[config.mk]
export PLATFORM = sky130hd
export DESIGN_NAME = lsu_ctrl
export DESIGN_NICKNAME = d
export VERILOG_FILES = /design/src/rtl/lsu_ctrl.sv
export SDC_FILE = /design/constraint.sdc
export NUM_CORES = 1
export LEC_CHECK = 0
export BUFFER_PORTS_ARGS = -buffer_cell sky130_fd_sc_hd__buf_2
export CAP_MARGIN = 25
export CORE_MARGIN = 1.5
export CORE_UTILIZATION = 48
export CTS_CLUSTER_DIAMETER = 100
export CTS_CLUSTER_SIZE = 40
export DETAILED_ROUTE_END_ITERATION = 16
export PLACE_DENSITY = 0.85
export SKIP_LAST_GASP = 1
export SLEW_MARGIN = 20
export SYNTH_ARGS = -nofsm -noshare
export SYNTH_HDL_FRONTEND = slang
export SYNTH_SLANG_ARGS = --single-unit
[constraint.sdc]
create_clock -name clk -period 2.35 [get_ports clk]
set_input_delay 0.3525 -clock clk [delete_from_list [all_inputs] [get_ports clk]]
set_output_delay 0.3525 -clock clk [all_outputs]
set_load 0.03 [all_outputs]
[src/rtl/lsu_ctrl.sv]
// lsu_ctrl: load/store unit between the core memory stage and a word-addressed
// data memory (asynchronous read, write on the rising edge while mem_write=1).
// Byte-addressed RV32I loads and stores are converted to word accesses. Loads
// are lane-selected and sign/zero-extended. SB/SH use read-modify-write.
// Misaligned, out-of-range and illegal requests return resp_err without
// touching memory.
//
// Ports:
//   clk, rst_n             clock (rising edge), asynchronous active-low reset
//   req_valid/req_ready    request handshake; ready only while idle
//   req_we                 1 = store, 0 = load
//   req_funct3             RV32I funct3 (LB/LH/LW/LBU/LHU, SB/SH/SW)
//   req_addr, req_wdata    byte address, right-aligned store data
//   resp_valid             one-cycle completion pulse
//   resp_rdata, resp_err   extended load data / error flag, held until next response
//   mem_address            word index {2'b0, addr[31:2]}
//   mem_write, mem_wdata   memory write strobe and data
//   mem_rdata              combinational memory read data
module lsu_ctrl #(
  parameter int DMEM_DEPTH = 64
) (
  input  logic        clk,
  input  logic        rst_n,
  input  logic        req_valid,
  output logic        req_ready,
  input  logic        req_we,
  input  logic [2:0]  req_funct3,
  input  logic [31:0] req_addr,
  input  logic [31:0] req_wdata,
  output logic        resp_valid,
  output logic [31:0] resp_rdata,
  output logic        resp_err,
  output logic [31:0] mem_address,
  output logic        mem_write,
  output logic [31:0] mem_wdata,
  input  logic [31:0] mem_rdata
);

  typedef enum logic [1:0] {IDLE, READ, WRITE, RESP} state_t;

  localparam logic [29:0] DEPTH_W = 30'(DMEM_DEPTH);

  state_t      state, state_nxt;
  logic        accept;
  logic        req_err;

  // Request fields captured at accept
  logic        we_p0;
  logic [2:0]  funct3_p0;
  logic [1:0]  lane_p0;
  logic        err_p0;

  function automatic logic access_err(input logic        we,
                                      input logic [2:0]  f3,
                                      input logic [31:0] addr);
    logic illegal;
    logic misaligned;
    logic out_of_range;
    illegal      = (f3 == 3'b011) || (f3 == 3'b110) || (f3 == 3'b111) || (we && f3[2]);
    misaligned   = ((f3[1:0] == 2'b01) && addr[0]) ||
                   ((f3[1:0] == 2'b10) && (addr[1:0] != 2'b00));
    out_of_range = (addr[31:2] >= DEPTH_W);
    return illegal || misaligned || out_of_range;
  endfunction

  // Lane select plus extension; f3[2] selects zero-extension (LBU/LHU).
  function automatic logic [31:0] load_extend(input logic [31:0] word,
                                              input logic [2:0]  f3,
                                              input logic [1:0]  lane);
    logic signed [7:0]  b;
    logic signed [15:0] h;
    logic [31:0]        r;
    case (lane)
      2'd0:    b = word[7:0];
      2'd1:    b = word[15:8];
      2'd2:    b = word[23:16];
      default: b = word[31:24];
    endcase
    h = lane[1] ? word[31:16] : word[15:0];
    case (f3[1:0])
      2'b00:   r = f3[2] ? {24'b0, b} : 32'(b);
      2'b01:   r = f3[2] ? {16'b0, h} : 32'(h);
      default: r = word;
    endcase
    return r;
  endfunction

  // Insert the store byte/halfword into the word read back from memory.
  function automatic logic [31:0] store_merge(input logic [31:0] word,
                                              input logic [31:0] wdata,
                                              input logic [1:0]  size,
                                              input logic [1:0]  lane);
    logic [31:0] r;
    r = word;
    if (size == 2'b00) begin
      case (lane)
        2'd0:    r[7:0]   = wdata[7:0];
        2'd1:    r[15:8]  = wdata[7:0];
        2'd2:    r[23:16] = wdata[7:0];
        default: r[31:24] = wdata[7:0];
      endcase
    end else if (lane[1]) begin
      r[31:16] = wdata[15:0];
    end else begin
      r[15:0] = wdata[15:0];
    end
    return r;
  endfunction

  assign req_ready  = (state == IDLE);
  assign resp_valid = (state == RESP);
  assign mem_write  = (state == WRITE);
  assign accept     = req_valid && req_ready;
  assign req_err    = access_err(req_we, req_funct3, req_addr);

  always_ff @(posedge clk or negedge rst_n) begin
    if (!rst_n) state <= IDLE;
    else        state <= state_nxt;
  end

  // Errored requests spend one dead cycle in READ so that every non-RMW
  // response lands at the same latency; nothing is sampled or written there.
  always_comb begin
    state_nxt = state;
    case (state)
      IDLE: begin
        if (accept) begin
          if (!req_err && req_we && (req_funct3 == 3'b010)) state_nxt = WRITE;
          else                                             state_nxt = READ;
        end
      end
      READ: begin
        if (err_p0 || !we_p0) state_nxt = RESP;
        else                  state_nxt = WRITE;
      end
      WRITE:   state_nxt = RESP;
      default: state_nxt = IDLE;
    endcase
  end

  always_ff @(posedge clk or negedge rst_n) begin
    if (!rst_n) begin
      we_p0       <= 1'b0;
      funct3_p0   <= 3'b000;
      lane_p0     <= 2'b00;
      err_p0      <= 1'b0;
      mem_address <= '0;
      mem_wdata   <= '0;
      resp_rdata  <= '0;
      resp_err    <= 1'b0;
    end else begin
      // Stage 0: capture request; mem_wdata doubles as the captured store data
      if (accept) begin
        we_p0       <= req_we;
        funct3_p0   <= req_funct3;
        lane_p0     <= req_addr[1:0];
        err_p0      <= req_err;
        mem_address <= {2'b00, req_addr[31:2]};
        mem_wdata   <= req_wdata;
      end
      // Stage 1: read-modify-write merge for SB/SH
      if ((state == READ) && we_p0 && !err_p0) begin
        mem_wdata <= store_merge(mem_rdata, mem_wdata, funct3_p0[1:0], lane_p0);
      end
      // Stage 2: response registers update only when a response is produced
      if (state_nxt == RESP) begin
        resp_err   <= err_p0;
        resp_rdata <= ((state == READ) && !we_p0 && !err_p0)
                      ? load_extend(mem_rdata, funct3_p0, lane_p0) : '0;
      end
    end
  end

endmodule

==> Word-level counts from Yosys, hierarchy flattened <==
Index checks and enable logic that the tools add are counted.
{ "op_classes": {"magnitude_cmp": 1, "eq_ne": 15, "muxes": 19, "reduce_logical": 28} }
{ "op_table": {"columns": ["operator", "n"], "rows": [
  ["32-bit 2-to-1 mux", 6],
  ["32-bit one-hot mux with 2 select lines", 1],
  ["16-bit 2-to-1 mux", 3],
  ["8-bit 2-to-1 mux", 4],
  ["30-bit by 7-bit greater-or-equal comparator with 1-bit output (second input constant)", 1],
  ["8-bit one-hot mux with 3 select lines", 1],
  ["2-bit equality test (second input constant)", 5],
  ["1-bit logical AND", 10],
  ["2-bit by 1-bit equality test with 1-bit output (second input constant)", 4],
  ["1-bit logical OR", 7],
  ["3-bit by 2-bit equality test with 1-bit output (second input constant)", 2],
  ["3-bit equality test (second input constant)", 2],
  ["2-bit zero test", 3],
  ["2-bit one-hot mux with 3 select lines", 1],
  ["2-bit 2-to-1 mux", 2],
  ["2-bit nonzero test", 2],
  ["1-bit zero test", 3],
  ["3-bit by 2-bit inequality test with 1-bit output (second input constant)", 1],
  ["3-bit inequality test (second input constant)", 1],
  ["3-bit AND reduction", 1],
  ["3-bit OR reduction", 1],
  ["2-bit AND reduction", 1],
  ["1-bit 2-to-1 mux", 1]
]} }
{ "word_totals": {"regBits": 104, "output_inout_bits": 100, "wordCells": 74} }

==> Longest topological paths before layout <==
{ "depth": {"depth_word": 13, "ltp_mapped": 9} }

==> Worst setup path before layout <==
OpenSTA, ideal clock, no wires.
{ "synth_path": {"path_kind": "reg2reg", "from": "reg state[0]", "to": "reg resp_err", "setup_ns": 0.125, "t_arrival_ns": 2.095, "required_time_ns": 2.225, "slack_ns": 0.130, "stages_incl_launch_ff": 10, "period_less_slack_ns": 2.220, "path_cell_list": "dfrtp_1 inv_1 ha_1 nor2b_1 nand2_1 a41o_1 buf_6 nor2_8 buf_12 mux2_4"} }
{ "synth_via": {"elab_chain_cells": 5, "word_cells_on_any_way": 7, "cone_classes": "eq/ne (3); mux (2); reduce/logical (2)"} }
{ "synth_rtl": {"columns": ["item", "line", "text"], "rows": [
  ["from (decl)", "43", "state_t state, state_nxt;"],
  ["from (signal assigned)", "118", "else state <= state_nxt;"],
  ["2-bit zero test *", "110", "assign req_ready = (state == IDLE);"],
  ["named net req_ready", "25", "output logic req_ready,"],
  ["1-bit logical AND", "113", "assign accept = req_valid && req_ready;"],
  ["2-bit 2-to-1 mux", "127", "if (accept) begin"],
  ["2-bit one-hot mux with 3 select lines *", "125", "case (state)"],
  ["2-bit equality test *", "166", "if (state_nxt == RESP) begin"],
  ["to (signal assigned)", "167", "resp_err <= err_p0;"],
  ["to (decl)", "32", "output logic resp_err,"]
]} }
Mark *: on every way through the listed nets, which the timed path passes. The rest lies on a longest branch.
A chain may end at the register's enable or synchronous reset.

==> Worst setup path after layout <==
{ "layout_path": {"from": "reg state[1]", "to": "reg resp_rdata[16]"} }
{ "layout_via": {"elab_chain_cells": 5, "word_cells_on_any_way": 10, "cone_classes": "eq/ne (3); mux (3); reduce/logical (4)"} }
{ "layout_rtl": {"columns": ["item", "line", "text"], "rows": [
  ["2-bit zero test", "110, 125", null],
  ["1-bit logical AND", "113", null],
  ["2-bit 2-to-1 mux", "127", null],
  ["2-bit one-hot mux with 3 select lines", "125", null],
  ["2-bit equality test", "166", null],
  ["to (signal assigned)", "168", "resp_rdata <= ((state == READ) && !we_p0 && !err_p0)"],
  ["to (decl)", "31", "output logic [31:0] resp_rdata,"]
]} }
Several ways; a longest one is shown, not always the timed one.

==> metrics.txt <==
clock network fraction of total power=a little over an eighth; number of remaining DRC errors=0; IO buf count=200; CP Data Required Time=2580 ps; core area=roughly 11000 um^2; max cap viols=0; diode count=0; commonest non-fill, non-tap cell in the layout=buf_2; DR WL/cell=17.7 um; later-pin clock latency in the skew report=350 ps; Comb pwr share=between 50% and 60%; distinct cell type count after synthesis=46; Root Buffer=clkbuf_16; Syn-to-layout area delta=27.6%; HP Class=in -> reg; Setup TNS=0 ps; post-route ant nets=0; fin cells=940; crit path kind=reg -> reg; hold_sp=req_addr[2]; initial DRC count=between 300 and 400; final setup vio count=0; TritonCTS buffer count=9; share of layout cells above drive strength 1=a little over a third; Final Cell Area=~7000 um^2; Crit Reg-Reg Startpoint=state[1]; Yosys reg bits=around 100; overflow left after global routing=0; sequential share of the synthesized area=between 40% and 50%; clock skew=14.6 ps; Ys Warns=0; mapped cell area=5490 um^2; Via Count=about 5300; Worst Setup End Kind=flop; clk sink count=104; hold endpoint=mem_address[0]; global-route wire length before repair=roughly 25000 um; Pleak=between 3 and 4 nW; antenna violations before repair=0; fin. max-slew vios=0; kind of start point of the critical path=flop; sw frac=49.8%; CTS tree=done; Worst-path clk slew=about 80 ps; worst slew pin tran=a little over 600 ps; Final Wtd Congestion=0.906; setup bufs post-CTS=0; clock buffer depth=2; ys flop type=dfrtp_1; Gate Count Post-Synth=600; number of placement rows=38; status=completed; worst rel slew slack=between 50% and 60%; die boundary height=~110 um; nets@finish=between 900 and 1000; commonest non-fill, non-tap cells in the layout=buf_2 (199), nand2_1 (185), dfrtp_1 (104); area of placed instances=roughly 6700 um^2; first-pass detailed-route iteration total=6; maximum number of pins on one net before global-route repair=55; GR Util All Layers=27.9%; Power, Total=about 0.011 W; Post-synth EDFFs=0; Max IR drop VDD=approximately 840 uV; Die W=110 um; Min-Delay Path Depth=3; final WL=16600 um; die area=around 12000 um^2; crit path DAT=around 2500 ps; sw power=0.00556 W; P per Cell Area=approximately 1600 nW/um^2; vias in the first global route=5029; H-tree depth=3; Util after Layout=a little under two thirds; syn_area_per_cell=around 9.1 um^2; RSZ-0062 raised after global routing=no; dpl cells=just over 900; fmax=roughly 450 MHz; Final Critical Period=about 2200 ps; crit-path max FO=6; starting density of the core=approximately half; ys async rst share=100%; Reg power frac=between 30% and 40%; worst reg2reg path depth=8; routed vias/inst=5.68; FF-to-FF End=resp_rdata[16]; P_int=0.00561 W; total I/O pin count=about 200; slack of the worst reg-to-reg path=~110 ps; crit share post-route=95.3%; Detailed Place HPWL=12500 um; Final Hold Viols=0
[final cells by class]
class / instances / area, um^2
Multi-Input combinational cell: 425 / 2570
Timing Repair Buffer: 228 / 1250
Fill cell: 921 / 3980
Inverter: 27 / 101
Tap cell: 140 / 175
Clock inverter: 7 / 71.3
Sequential cell: 104 / 2600
Clock buffer: 9 / 225
[timing repair]
action                    CTS  global route
hold endpoints to repair   31             0
resized for setup           0             0
hold buffers                1             0
[synth_stat cells (all sizes together), types with 7 or more instances]
master  instances  area, um^2
mux2i          17         170
a311oi          8        70.1
a22o            8        70.1
dfrtp         104        2600
nand2         186         698
a21oi          28         140
a221oi         16         140
clkbuf         34         128
o31ai           9        67.6
a31oi          20         131
mux2           34         458
nor2           19        90.1
buf            11        90.1
o221ai          7        61.3
o21ai          36         180
inv            27         101
[routing by layer]
metal / wire length, um / track usage (%) / vias to the layer above
met4: 418 / 10.1 / 0
met2: 7940 / 46.6 / 315
li1: - / - / 2469
met3: 1440 / 5.33 / 36
met1: 6800 / 36.0 / 2515
met5: 0 / 0 / -
[state kept, by name, indices dropped and copies added, names as in the netlist]
signal	cells
err_p0	1
funct3_p0	3
lane_p0	2
mem_address	30
mem_wdata	32
resp_err	1
resp_rdata	32
state	2
we_p0	1
[worst max-delay path by stage]
stage / startpoint / end / slack [ps] / cells past startpoint
6_report: state[1] / resp_rdata[16] / 110 / 8
5_1_grt: state[0] / resp_rdata[16] / 60 / 8
4_1_cts: state[1] / resp_rdata[16] / 170 / 8
3_5_place_dp: req_addr[9] / resp_rdata[15] / -7 / 8
3_3_place_gp: req_addr[17] / resp_rdata[15] / -1 / 8
2_1_floorplan: state[0] / resp_err / 130 / 9
[power by group through the flow]
stage          registers, W  logic [W]  clock network (W)
6_report            0.00336    0.00632            0.00150
5_1_grt             0.00347    0.00678            0.00160
4_1_cts             0.00334    0.00630            0.00153
3_5_place_dp        0.00335    0.00628                  0
3_3_place_gp        0.00334    0.00614                  0
2_1_floorplan       0.00479    0.00300                  0
[cells by family after synthesis]
logic type / synth area share (%)
flops: 47.4
buf+inv: 5.81
other cells: 0.0683
mux: 11.4
simple gates: 16.9
fa+ha+maj: 0.912
compound gates: 17.4
[worst max-delay path: stages (launching register included)]
cell	delay, ps
dfrtp_1	420
inv_1	110
ha_1	280
nor2b_1	230
nand2_1	80
a41o_1	300
nor2_8	170
buf_4	190
mux2_2	340
[stage by stage]
step / setup slack [ps] / hold WS [ps]
6_report: 111 / 194
5_1_grt: 55.7 / 205
4_1_cts: 168 / 185
3_5_place_dp: -7.38 / 325
3_3_place_gp: -0.991 / 325
2_1_floorplan: 130 / 56.9
Note: power is estimated with default switching activity, not from simulation.
